$ cat config.mk
export PLATFORM = sky130hd
export DESIGN_NAME = hazard_stall_controller_flat
export DESIGN_NICKNAME = d
export VERILOG_FILES = /design/src/rtl/hazard_pkg.sv /design/src/rtl/hazard_stall_controller_if.sv /design/src/rtl/hazard_stall_controller_muldiv_busy_timer.sv /design/src/rtl/hazard_stall_controller.sv /design/src/flat_wrapper.sv
export SDC_FILE = /design/constraint.sdc
export NUM_CORES = 1
export LEC_CHECK = 0
export CAP_MARGIN = 20
export CORE_UTILIZATION = 48
export DETAILED_ROUTE_END_ITERATION = 8
export PLACE_DENSITY = 0.87
export RECOVER_POWER = 25
export SLEW_MARGIN = 20
export SYNTH_ARGS = -nofsm -noshare
export SYNTH_HDL_FRONTEND = slang
export SYNTH_SLANG_ARGS = --single-unit
$ cat constraint.sdc
create_clock -name clk -period 3.1 [get_ports clk]
set_clock_uncertainty 0.15 [all_clocks]
set_input_delay 0.62 -clock clk [delete_from_list [all_inputs] [get_ports clk]]
set_output_delay 0.62 -clock clk [all_outputs]
set_load 0.02 [all_outputs]
$ cat src/rtl/hazard_pkg.sv
// Shared definitions for the pipeline hazard/stall controller.
package hazard_pkg;

   typedef enum logic {
      RUN     = 1'b0,
      MD_BUSY = 1'b1
   } md_state_e;

   localparam logic [4:0] REG_ZERO = 5'd0;
   localparam int DEFAULT_MULDIV_LATENCY = 32;

endpackage

$ cat src/rtl/hazard_stall_controller_if.sv
// ID/EX hazard inputs and pipeline enable outputs between the datapath and the stall controller.
interface hazard_stall_controller_if #(
   parameter int CNT_W       = 8,
   parameter int STALL_CNT_W = 32
);
   logic [4:0]             id_rs;
   logic                   id_rs_used;
   logic [4:0]             id_rt;
   logic                   id_rt_used;
   logic                   id_is_muldiv;
   logic                   id_uses_hilo;
   logic                   id_ex_mem_read;
   logic [4:0]             id_ex_rd;
   logic                   ex_branch_taken;
   logic                   stall_cnt_clr;
   logic                   pc_write;
   logic                   if_id_write;
   logic                   id_ex_bubble;
   logic                   if_id_flush;
   logic                   md_busy;
   logic [CNT_W-1:0]       md_remaining;
   logic [STALL_CNT_W-1:0] stall_cycles;

   modport master (
      output id_rs, id_rs_used, id_rt, id_rt_used, id_is_muldiv, id_uses_hilo,
             id_ex_mem_read, id_ex_rd, ex_branch_taken, stall_cnt_clr,
      input  pc_write, if_id_write, id_ex_bubble, if_id_flush,
             md_busy, md_remaining, stall_cycles
   );

   modport slave (
      input  id_rs, id_rs_used, id_rt, id_rt_used, id_is_muldiv, id_uses_hilo,
             id_ex_mem_read, id_ex_rd, ex_branch_taken, stall_cnt_clr,
      output pc_write, if_id_write, id_ex_bubble, if_id_flush,
             md_busy, md_remaining, stall_cycles
   );
endinterface

$ cat src/rtl/hazard_stall_controller_muldiv_busy_timer.sv
// Countdown from mult/div issue until HI/LO are valid; tracks RUN/MD_BUSY.
module muldiv_busy_timer
   import hazard_pkg::*;
#(
   parameter int MULDIV_LATENCY = DEFAULT_MULDIV_LATENCY,
   parameter int CNT_W          = 8
) (
   input  logic             clk,
   input  logic             rst_n,
   input  logic             issue,
   output logic             md_busy,
   output logic [CNT_W-1:0] md_remaining,
   output logic             md_last
);

   localparam logic [CNT_W-1:0] LATENCY = CNT_W'(MULDIV_LATENCY);
   localparam logic [CNT_W-1:0] ONE     = CNT_W'(1);

   md_state_e        state;
   logic [CNT_W-1:0] remaining;

   // A fresh issue in the final busy cycle reloads instead of passing through RUN.
   always_ff @(posedge clk or negedge rst_n) begin
      if (!rst_n) begin
         state     <= RUN;
         remaining <= '0;
      end else begin
         case (state)
            RUN: begin
               if (issue) begin
                  state     <= MD_BUSY;
                  remaining <= LATENCY;
               end
            end
            MD_BUSY: begin
               if (remaining == ONE) begin
                  if (issue) begin
                     remaining <= LATENCY;
                  end else begin
                     state     <= RUN;
                     remaining <= '0;
                  end
               end else begin
                  remaining <= remaining - ONE;
               end
            end
            default: begin
               state     <= RUN;
               remaining <= '0;
            end
         endcase
      end
   end

   assign md_busy      = (state == MD_BUSY);
   assign md_remaining = remaining;
   assign md_last      = (state == MD_BUSY) && (remaining == ONE);

endmodule

$ cat src/rtl/hazard_stall_controller.sv
// Load-use / mult-div stall and taken-branch flush control for the 5-stage pipeline.
module hazard_stall_controller
   import hazard_pkg::*;
#(
   parameter int MULDIV_LATENCY = DEFAULT_MULDIV_LATENCY,
   parameter int CNT_W          = 8,
   parameter int STALL_CNT_W    = 32
) (
   input logic                      clk,
   input logic                      rst_n,
   hazard_stall_controller_if.slave bus
);

   logic                   load_hz;
   logic                   md_hz;
   logic                   issue;
   logic                   md_busy;
   logic [CNT_W-1:0]       md_remaining;
   logic                   md_last;
   logic                   pc_write;
   logic                   if_id_write;
   logic                   id_ex_bubble;
   logic                   if_id_flush;
   logic [STALL_CNT_W-1:0] stall_cycles;

   assign load_hz = bus.id_ex_mem_read && (bus.id_ex_rd != REG_ZERO) &&
                    ((bus.id_rs_used && (bus.id_rs == bus.id_ex_rd)) ||
                     (bus.id_rt_used && (bus.id_rt == bus.id_ex_rd)));

   // Releasing in the last busy cycle lands the HI/LO consumer in EX as the result appears.
   assign md_hz = md_busy && (bus.id_uses_hilo || bus.id_is_muldiv) && !md_last;

   assign issue = rst_n && bus.id_is_muldiv && !bus.ex_branch_taken && !load_hz && !md_hz;

   // A taken branch makes the ID instruction wrong-path, so it outranks any stall.
   always_comb begin
      pc_write     = 1'b1;
      if_id_write  = 1'b1;
      id_ex_bubble = 1'b0;
      if_id_flush  = 1'b0;
      if (rst_n) begin
         if (bus.ex_branch_taken) begin
            if_id_flush  = 1'b1;
            id_ex_bubble = 1'b1;
         end else if (load_hz || md_hz) begin
            pc_write     = 1'b0;
            if_id_write  = 1'b0;
            id_ex_bubble = 1'b1;
         end
      end
   end

   muldiv_busy_timer #(
      .MULDIV_LATENCY (MULDIV_LATENCY),
      .CNT_W          (CNT_W)
   ) u_timer (
      .clk          (clk),
      .rst_n        (rst_n),
      .issue        (issue),
      .md_busy      (md_busy),
      .md_remaining (md_remaining),
      .md_last      (md_last)
   );

   always_ff @(posedge clk or negedge rst_n) begin
      if (!rst_n) begin
         stall_cycles <= '0;
      end else if (bus.stall_cnt_clr) begin
         stall_cycles <= '0;
      end else if (!pc_write) begin
         stall_cycles <= stall_cycles + 1'b1;
      end
   end

   assign bus.pc_write     = pc_write;
   assign bus.if_id_write  = if_id_write;
   assign bus.id_ex_bubble = id_ex_bubble;
   assign bus.if_id_flush  = if_id_flush;
   assign bus.md_busy      = md_busy;
   assign bus.md_remaining = md_remaining;
   assign bus.stall_cycles = stall_cycles;

endmodule
$ cat src/flat_wrapper.sv
// flat-port wrapper written by rule: the top's interface ports become plain ports
module hazard_stall_controller_flat import hazard_pkg::*;
#(
   parameter int MULDIV_LATENCY = DEFAULT_MULDIV_LATENCY,
   parameter int CNT_W          = 8,
   parameter int STALL_CNT_W    = 32
)
  (clk, rst_n, bus_id_rs, bus_id_rs_used, bus_id_rt, bus_id_rt_used, bus_id_is_muldiv, bus_id_uses_hilo, bus_id_ex_mem_read, bus_id_ex_rd, bus_ex_branch_taken, bus_stall_cnt_clr, bus_pc_write, bus_if_id_write, bus_id_ex_bubble, bus_if_id_flush, bus_md_busy, bus_md_remaining, bus_stall_cycles);
  hazard_stall_controller_if #(.CNT_W(CNT_W), .STALL_CNT_W(STALL_CNT_W)) bus_i ();
  input logic clk;
  input logic rst_n;
  input wire logic [$bits(bus_i.id_rs)-1:0] bus_id_rs;
  input wire logic [$bits(bus_i.id_rs_used)-1:0] bus_id_rs_used;
  input wire logic [$bits(bus_i.id_rt)-1:0] bus_id_rt;
  input wire logic [$bits(bus_i.id_rt_used)-1:0] bus_id_rt_used;
  input wire logic [$bits(bus_i.id_is_muldiv)-1:0] bus_id_is_muldiv;
  input wire logic [$bits(bus_i.id_uses_hilo)-1:0] bus_id_uses_hilo;
  input wire logic [$bits(bus_i.id_ex_mem_read)-1:0] bus_id_ex_mem_read;
  input wire logic [$bits(bus_i.id_ex_rd)-1:0] bus_id_ex_rd;
  input wire logic [$bits(bus_i.ex_branch_taken)-1:0] bus_ex_branch_taken;
  input wire logic [$bits(bus_i.stall_cnt_clr)-1:0] bus_stall_cnt_clr;
  output wire logic [$bits(bus_i.pc_write)-1:0] bus_pc_write;
  output wire logic [$bits(bus_i.if_id_write)-1:0] bus_if_id_write;
  output wire logic [$bits(bus_i.id_ex_bubble)-1:0] bus_id_ex_bubble;
  output wire logic [$bits(bus_i.if_id_flush)-1:0] bus_if_id_flush;
  output wire logic [$bits(bus_i.md_busy)-1:0] bus_md_busy;
  output wire logic [$bits(bus_i.md_remaining)-1:0] bus_md_remaining;
  output wire logic [$bits(bus_i.stall_cycles)-1:0] bus_stall_cycles;
  assign bus_i.id_rs = bus_id_rs;
  assign bus_i.id_rs_used = bus_id_rs_used;
  assign bus_i.id_rt = bus_id_rt;
  assign bus_i.id_rt_used = bus_id_rt_used;
  assign bus_i.id_is_muldiv = bus_id_is_muldiv;
  assign bus_i.id_uses_hilo = bus_id_uses_hilo;
  assign bus_i.id_ex_mem_read = bus_id_ex_mem_read;
  assign bus_i.id_ex_rd = bus_id_ex_rd;
  assign bus_i.ex_branch_taken = bus_ex_branch_taken;
  assign bus_i.stall_cnt_clr = bus_stall_cnt_clr;
  assign bus_pc_write = bus_i.pc_write;
  assign bus_if_id_write = bus_i.if_id_write;
  assign bus_id_ex_bubble = bus_i.id_ex_bubble;
  assign bus_if_id_flush = bus_i.if_id_flush;
  assign bus_md_busy = bus_i.md_busy;
  assign bus_md_remaining = bus_i.md_remaining;
  assign bus_stall_cycles = bus_i.stall_cycles;
  hazard_stall_controller #(.MULDIV_LATENCY(MULDIV_LATENCY), .CNT_W(CNT_W), .STALL_CNT_W(STALL_CNT_W)) u_core (.clk(clk), .rst_n(rst_n), .bus(bus_i));
endmodule
## Yosys cells after proc, flatten, opt, wreduce, memory -nomap -nowiden

Index checks and enable logic that the tools add are counted.

| operators by class | value |
|---|---|
| add/subtract/negate cells | 2 |
| multipliers | 0 |
| div/mod/pow operators | 0 |
| order comparisons | 0 |
| eq/ne operators | 5 |
| shift-type cells | 0 |
| muxes and demuxes | 17 |
| bitwise logic cells | 1 |
| reduce and logical (&&, ||, !) cells | 19 |

Operator list:

| operator | number |
|---|---|
| two-way mux 32 bit | 2 |
| adder 32 x 1 -> 32 bit, second input constant | 1 |
| two-way mux 8 bit | 2 |
| case mux 8 bit (2 select lines) | 1 |
| logical AND 1 bit | 11 |
| == test 5 bit | 2 |
| two-way mux 1 bit | 10 |
| == test 8 x 1 -> 1 bit, second input constant | 1 |
| subtractor 8 x 1 -> 8 bit, second input constant | 1 |
| two-way mux 6 bit | 1 |
| nonzero test 5 bit | 1 |
| logical NOT 1 bit | 4 |
| logical OR 1 bit | 3 |
| inequality test 2 x 1 -> 1 bit, second input constant | 1 |
| inequality test 2 bit, second input constant | 1 |
| case mux 1 bit (2 select lines) | 1 |
| inverter 1 bit | 1 |

| storage, ports and cells | value |
|---|---|
| flip-flop bits (word level) | 41 |
| latch bits | 0 |
| memory bits (writable) | 0 |
| ROM bits | 0 |
| bits of input ports | 24 |
| output and inout port bits | 45 |
| logic and storage cells | 47 |
| memories kept | 0 |

## Longest topological paths before layout

| depth | value |
|---|---|
| depth after elaboration | 10 |
| gate-level depth with buffers | 10 |
| mapped depth without buffers | 8 |

## By module

A second synthesis with hierarchy kept.

| second synthesis, totals | value |
|---|---|
| cells, all modules | 278 |
| area total of the unflattened synthesis | 2523.7 um2 |

Modules (own cells, without submodules):

| module | instances | cells an instance | area an instance (um2) | seq. area each (um2) |
|---|---|---|---|---|
| hazard_stall_controller | 1 | 225 | 2019.4 | 800.8 |
| muldiv_busy_timer | 1 | 53 | 504.2 | 225.2 |

## Worst setup path before layout

No wires, ideal clock.

| timing | value |
|---|---|
| path kind | input port to output port |
| start point | input bus_id_ex_rd[0] |
| end point | output bus_pc_write |
| arrival time | 2089 ps |
| required time | 2330 ps |
| slack | 241 ps |
| cell stages on the path | 7 |
| path buffers | 3 |
| path through | or4_1 > o21ai_0 > nor3b_1 > a21oi_4 > buf_6 > buf_8 > buf_4 |

| between the ends | value |
|---|---|
| longest elaborated chain between the ends | 8 |
| elaborated cells between the ends (all ways) | 12 |
| classes of those cells | 2 x eq/ne; 3 x mux; 7 x reduce/logical |

RTL lines:

| what | RTL line | text |
|---|---|---|
| start, declared | flat_wrapper.sv:19 | `input wire logic [$bits(bus_i.id_ex_rd)-1:0] bus_id_ex_rd;` |
| == test 5 bit (on tied branches) | hazard_stall_controller.sv:27, hazard_stall_controller.sv:28 |  |
| logical AND 1 bit (on tied branches) | hazard_stall_controller.sv:27, hazard_stall_controller.sv:28 |  |
| logical OR 1 bit | hazard_stall_controller.sv:27 | `((bus.id_rs_used && (bus.id_rs == bus.id_ex_rd)) \|\|` |
| logical AND 1 bit (*) | hazard_stall_controller.sv:26 | `assign load_hz = bus.id_ex_mem_read && (bus.id_ex_rd != REG_ZERO) &&` |
| logical OR 1 bit (*) | hazard_stall_controller.sv:45 | `end else if (load_hz \|\| md_hz) begin` |
| two-way mux 1 bit (*) (3 in a row) | -- |  |
| end, declared | flat_wrapper.sv:22 | `output wire logic [$bits(bus_i.pc_write)-1:0] bus_pc_write;` |

Every way passes the cells marked *; elsewhere a longest branch is shown, timed or not.

## Worst setup path after layout

| timing | value |
|---|---|
| start point | input bus_id_ex_rd[2] |
| end point | output bus_id_ex_bubble |

| between the ends | value |
|---|---|
| longest elaborated chain between the ends | 8 |
| elaborated cells between the ends (all ways) | 12 |
| classes of those cells | 2 x eq/ne; 3 x mux; 7 x reduce/logical |

RTL lines:

| what | RTL line | text |
|---|---|---|
| == test 5 bit (on tied branches) | hazard_stall_controller.sv:27, hazard_stall_controller.sv:28 |  |
| logical AND 1 bit (on tied branches) | hazard_stall_controller.sv:27, hazard_stall_controller.sv:28 |  |
| logical OR 1 bit | hazard_stall_controller.sv:27 |  |
| logical AND 1 bit (*) | hazard_stall_controller.sv:26 |  |
| logical OR 1 bit (*) | hazard_stall_controller.sv:45 |  |
| two-way mux 1 bit (*) | hazard_stall_controller.sv:45 |  |
| two-way mux 1 bit (*) | hazard_stall_controller.sv:42 | `if (bus.ex_branch_taken) begin` |
| two-way mux 1 bit (*) | hazard_stall_controller.sv:41 | `if (rst_n) begin` |
| end, declared | flat_wrapper.sv:24 | `output wire logic [$bits(bus_i.id_ex_bubble)-1:0] bus_id_ex_bubble;` |

Marked as above.

==> summary.md <==
| Metric | Value |
|---|---|
| Smallest setup slack after layout | 0.124 ns |
| Number of synthesized register bits | 41 |
| Critical-path cell with the highest stage delay | sky130_fd_sc_hd__or4_4 |
| CP Cell Sequence | clkdlybuf4s50_1 > or4_4 > o21ai_2 > inv_1 > nand2_1 > o21ai_0 > o21a_1 > buf_4 |
| Combined area of all synthesized cells | 2440 µm² |
| Row count | 25 |
| Actual slew at the worst max-slew pin | 1.73 ns |
| Max H-tree Level | 2 |
| Kind of cell adding the most delay to the critical path | buffers and inverters |
| CP Data Required Time | approximately 2.3 ns |
| Clock edge transition at the registers on the reported setup and hold paths | 0.07 ns |
| Share of synthesized area occupied by flip-flops and latches | between 40% and 50% |
| Setup Buffers After CTS | 0 |
| Post-Syn Nets | 297 |
| Clock root cell | sky130_fd_sc_hd__clkbuf_8 |
| Peak supply drop | 0.253 mV |
| Post-detailed-route count of antenna-violating nets | 0 |
| Net count, final | between 300 and 400 |
| Violations in the final reports | capacitance limit, slew limit |
| Number of setup violations in the final report | 0 |
| Final Hold Viols | 0 |
| Via-per-instance ratio | 5.78 |
| Share of post-route cells with drive strength above 1 | 8.93% |
| Count of cells along the worst register-to-register path | 9 |
| Detailed-routing iteration count for the pre-antenna-repair pass | 4 |
| Number of buffers created by CTS | 5 |
| Vertical die dimension | between 70 and 80 µm |
| Count of buffers inserted at the top-level ports | 68 |
| WHS | 0.345 ns |
| Num ports | around 70 |
| Latest clock arrival within the worst-skew pair | 0.30 ns |
| Worst reg2reg endpoint | u_core.bus.stall_cycles[21] |
| Top cells by area, synth | sky130_fd_sc_hd__dfrtp_1, sky130_fd_sc_hd__a21oi_1, sky130_fd_sc_hd__or3_1 |
| Final WL | about 6000 µm |
| Synth Instances | between 200 and 300 |
| Result of the run | finished, violations left |
| Post-synth top area cell | sky130_fd_sc_hd__dfrtp_1 |
| P per Cell Area | about 530 nW/µm² |
| Setup slack at placement | -0.442 ns |
| Number of warnings reported in the yosys synthesis log | 0 |
| Most used standard cell by instance count after synthesis | sky130_fd_sc_hd__dfrtp_1 |
| Via count of the first global-routing pass | 2272 |
| First-pass GRT wire length | 10000 µm |
| Final global-route overflow total | 0 |
| Worst slew margin relative to its limit | -15.5% |
| Combined buffer and inverter count along the critical path | 3 |
| Capturing element type of the critical path | primary output |
| Timing-limited maximum frequency | about 0.34 GHz |
| CTS tree | done |
| HPWL Detailed | 4220 µm |
| Maximum clock insertion buffer count | 2 |
| Total chip power | 1.76 mW |
| Longest individual stage delay on the worst path | 0.48 ns |
| Flip-flop cell with the highest count after synthesis | sky130_fd_sc_hd__dfrtp_1 |
| Type of origin of the critical path | primary input |
| Antenna violations before repair | 0 |
| DRC errors left | 0 |
| Area of the core | 4820 µm² |
| Initial core utilization | 50.7% |
| Max-Cap Viols | 1 |
| Distinct cell type count of the synthesized netlist | 41 |
| Final Max Tran Viols | 33 |
| WP data arrival | 2.21 ns |
| Largest net degree at the start of global routing | 63 |
| Reg2reg start | u_core.u_timer.md_remaining[1] |
| Horiz. Die Dim | about 73 µm |
| CP Class | primary input to primary output |
| Total GRT Usage | roughly a quarter |
| Hold Path Class | primary input to async pin |
| Critical path depth in cells | 8 |
| Total number of vias | 2393 |
| Shortest clock period the worst path allows after layout | 2.98 ns |
| Fraction of the cycle the final worst path needs | 96.0% |
| Clock sink count | 41 |
| Routed WL per cell | 14.1 µm |
| Worst-case register-to-register setup slack | 0.53 ns |
| Share of the synthesized area in the top cell type | 42.0% |
| Total Die Area | 5380 µm² |
| Number of enable-type register cells in the synthesized netlist | 0 |
| Synth top cells by count | sky130_fd_sc_hd__dfrtp_1, sky130_fd_sc_hd__a21oi_1, sky130_fd_sc_hd__nand2_1, sky130_fd_sc_hd__or3_1 |
| Area Overhead vs Synth | 36.2% |
| Setup repair after global routing missed its margin | false |
| Leakage power summed over all cells | 1.26 nW |
| Global placement routability congestion | around 0.80 |
| Async set-or-reset flop fraction in the synthesized netlist | 100% |
| Highest net fanout along the worst path | 2 |
| Number of antenna diodes | 0 |
| Mean cell area of the mapped netlist | 9.05 µm² |
| Initial DRC Count | 188 |
## worst reg2reg max path, stage by stage, from the launching register on
cell and delay (ns):
sky130_fd_sc_hd__dfrtp_1 0.39, sky130_fd_sc_hd__inv_1 0.09, sky130_fd_sc_hd__ha_1 0.19, sky130_fd_sc_hd__nand2b_1 0.13
sky130_fd_sc_hd__o41ai_4 0.09, sky130_fd_sc_hd__nor4b_2 0.34, sky130_fd_sc_hd__a21oi_4 0.07, sky130_fd_sc_hd__buf_4 0.30
sky130_fd_sc_hd__or4_1 0.58, sky130_fd_sc_hd__a21oi_1 0.17
## state kept, by name (all words and copies together) (netlist names)
register,count
u_core.u_timer.md_busy,1
u_core.u_timer.md_remaining,8
u_core.bus.stall_cycles,32
## metal layers
metal / share of wire [%] / global-route usage [%] / vias up
li1: - / - / 1170
met1: 43 / 31.9 / 1129
met2: 50 / 39.6 / 84
met3: 5.8 / 5.21 / 10
met4: 1.5 / 7.91 / 0
met5: 0 / 0 / -
## through the flow
step | cell area, µm² | setup TNS, ns | instances | util [%]
finish | 3330 | 0 | 414 | 69.1
global route | 3330 | 0 | 414 | 69.1
CTS | 3340 | 0 | 414 | 69.3
detailed placement | 3220 | -2.67 | 406 | 66.9
global placement | 3220 | -1.19 | 406 | 66.9
floorplan | 2440 | 0 | 270 | -
## where the power goes
group / internal (mW) / switching, mW
clock network: 0.263 / 0.182
logic: 0.302 / 0.342
registers: 0.594 / 0.0806
total: 1.16 / 0.605
## cell usage in the layout, fill, tap and decap left out, types with 2 or more instances in the layout
cell,instances
sky130_fd_sc_hd__and3_1,7
sky130_fd_sc_hd__buf_4,13
sky130_fd_sc_hd__dfrtp_1,41
sky130_fd_sc_hd__nor2_1,11
sky130_fd_sc_hd__mux2i_1,2
sky130_fd_sc_hd__nand4_1,9
sky130_fd_sc_hd__clkbuf_8,6
sky130_fd_sc_hd__o22ai_1,2
sky130_fd_sc_hd__xnor2_1,11
sky130_fd_sc_hd__nand2b_1,3
sky130_fd_sc_hd__or4_1,13
sky130_fd_sc_hd__a21oi_1,34
sky130_fd_sc_hd__inv_1,10
sky130_fd_sc_hd__nand3_1,13
sky130_fd_sc_hd__nand2_1,18
sky130_fd_sc_hd__o21ai_1,7
sky130_fd_sc_hd__o31ai_1,14
sky130_fd_sc_hd__and2_1,4
sky130_fd_sc_hd__buf_2,2
sky130_fd_sc_hd__or2_2,3
sky130_fd_sc_hd__o21ai_0,13
sky130_fd_sc_hd__or4b_1,2
sky130_fd_sc_hd__ha_1,3
sky130_fd_sc_hd__a31oi_1,4
sky130_fd_sc_hd__dlymetal6s2s_1,2
sky130_fd_sc_hd__or3_1,17
sky130_fd_sc_hd__clkdlybuf4s50_1,62
sky130_fd_sc_hd__clkbuf_1,4
## repair_timing
item | in CTS | in global routing
pin swaps | 0 | 1
gates resized for setup | 12 | 6
hold buffers | 0 | 0
setup endpoints to repair | 3 | 3
## logic make-up (layout without fill, tap and decap cells)
group           after synthesis  in the layout  share of synthesized area (%)
flops                        41             41                           42.0
compound gates               81             81                           20.4
buf+inv                      23            100                           5.12
mux                           2              2                          0.819
fa+ha+maj                     3              3                           1.54
simple gates                108            108                           25.9
xor+xnor                     12             12                           4.30
## worst max path at each step
stage	from	end	slack (ns)
3_3_place_gp	bus_id_ex_rd[0]	bus_if_id_write	-0.39
5_1_grt	bus_id_ex_rd[2]	bus_id_ex_bubble	0.009
2_1_floorplan	bus_id_ex_rd[0]	bus_pc_write	0.24
6_report	bus_id_ex_rd[2]	bus_id_ex_bubble	0.12
3_5_place_dp	bus_id_ex_rd[0]	bus_pc_write	-0.44
4_1_cts	bus_id_ex_rd[0]	bus_pc_write	0.005
## final cells by class
| type | instances | area (µm²) |
|---|---|---|
| well taps | 67 | 83.8 |
| multi-input cells | 206 | 1300 |
| clock inverters | 1 | 30.0 |
| fillers | 389 | 1490 |
| repair buffers | 82 | 764 |
| clock buffers | 7 | 86.3 |
| inverters | 10 | 37.5 |
| flip-flops and latches | 41 | 1030 |
Note: power is estimated with default switching activity, not from simulation.
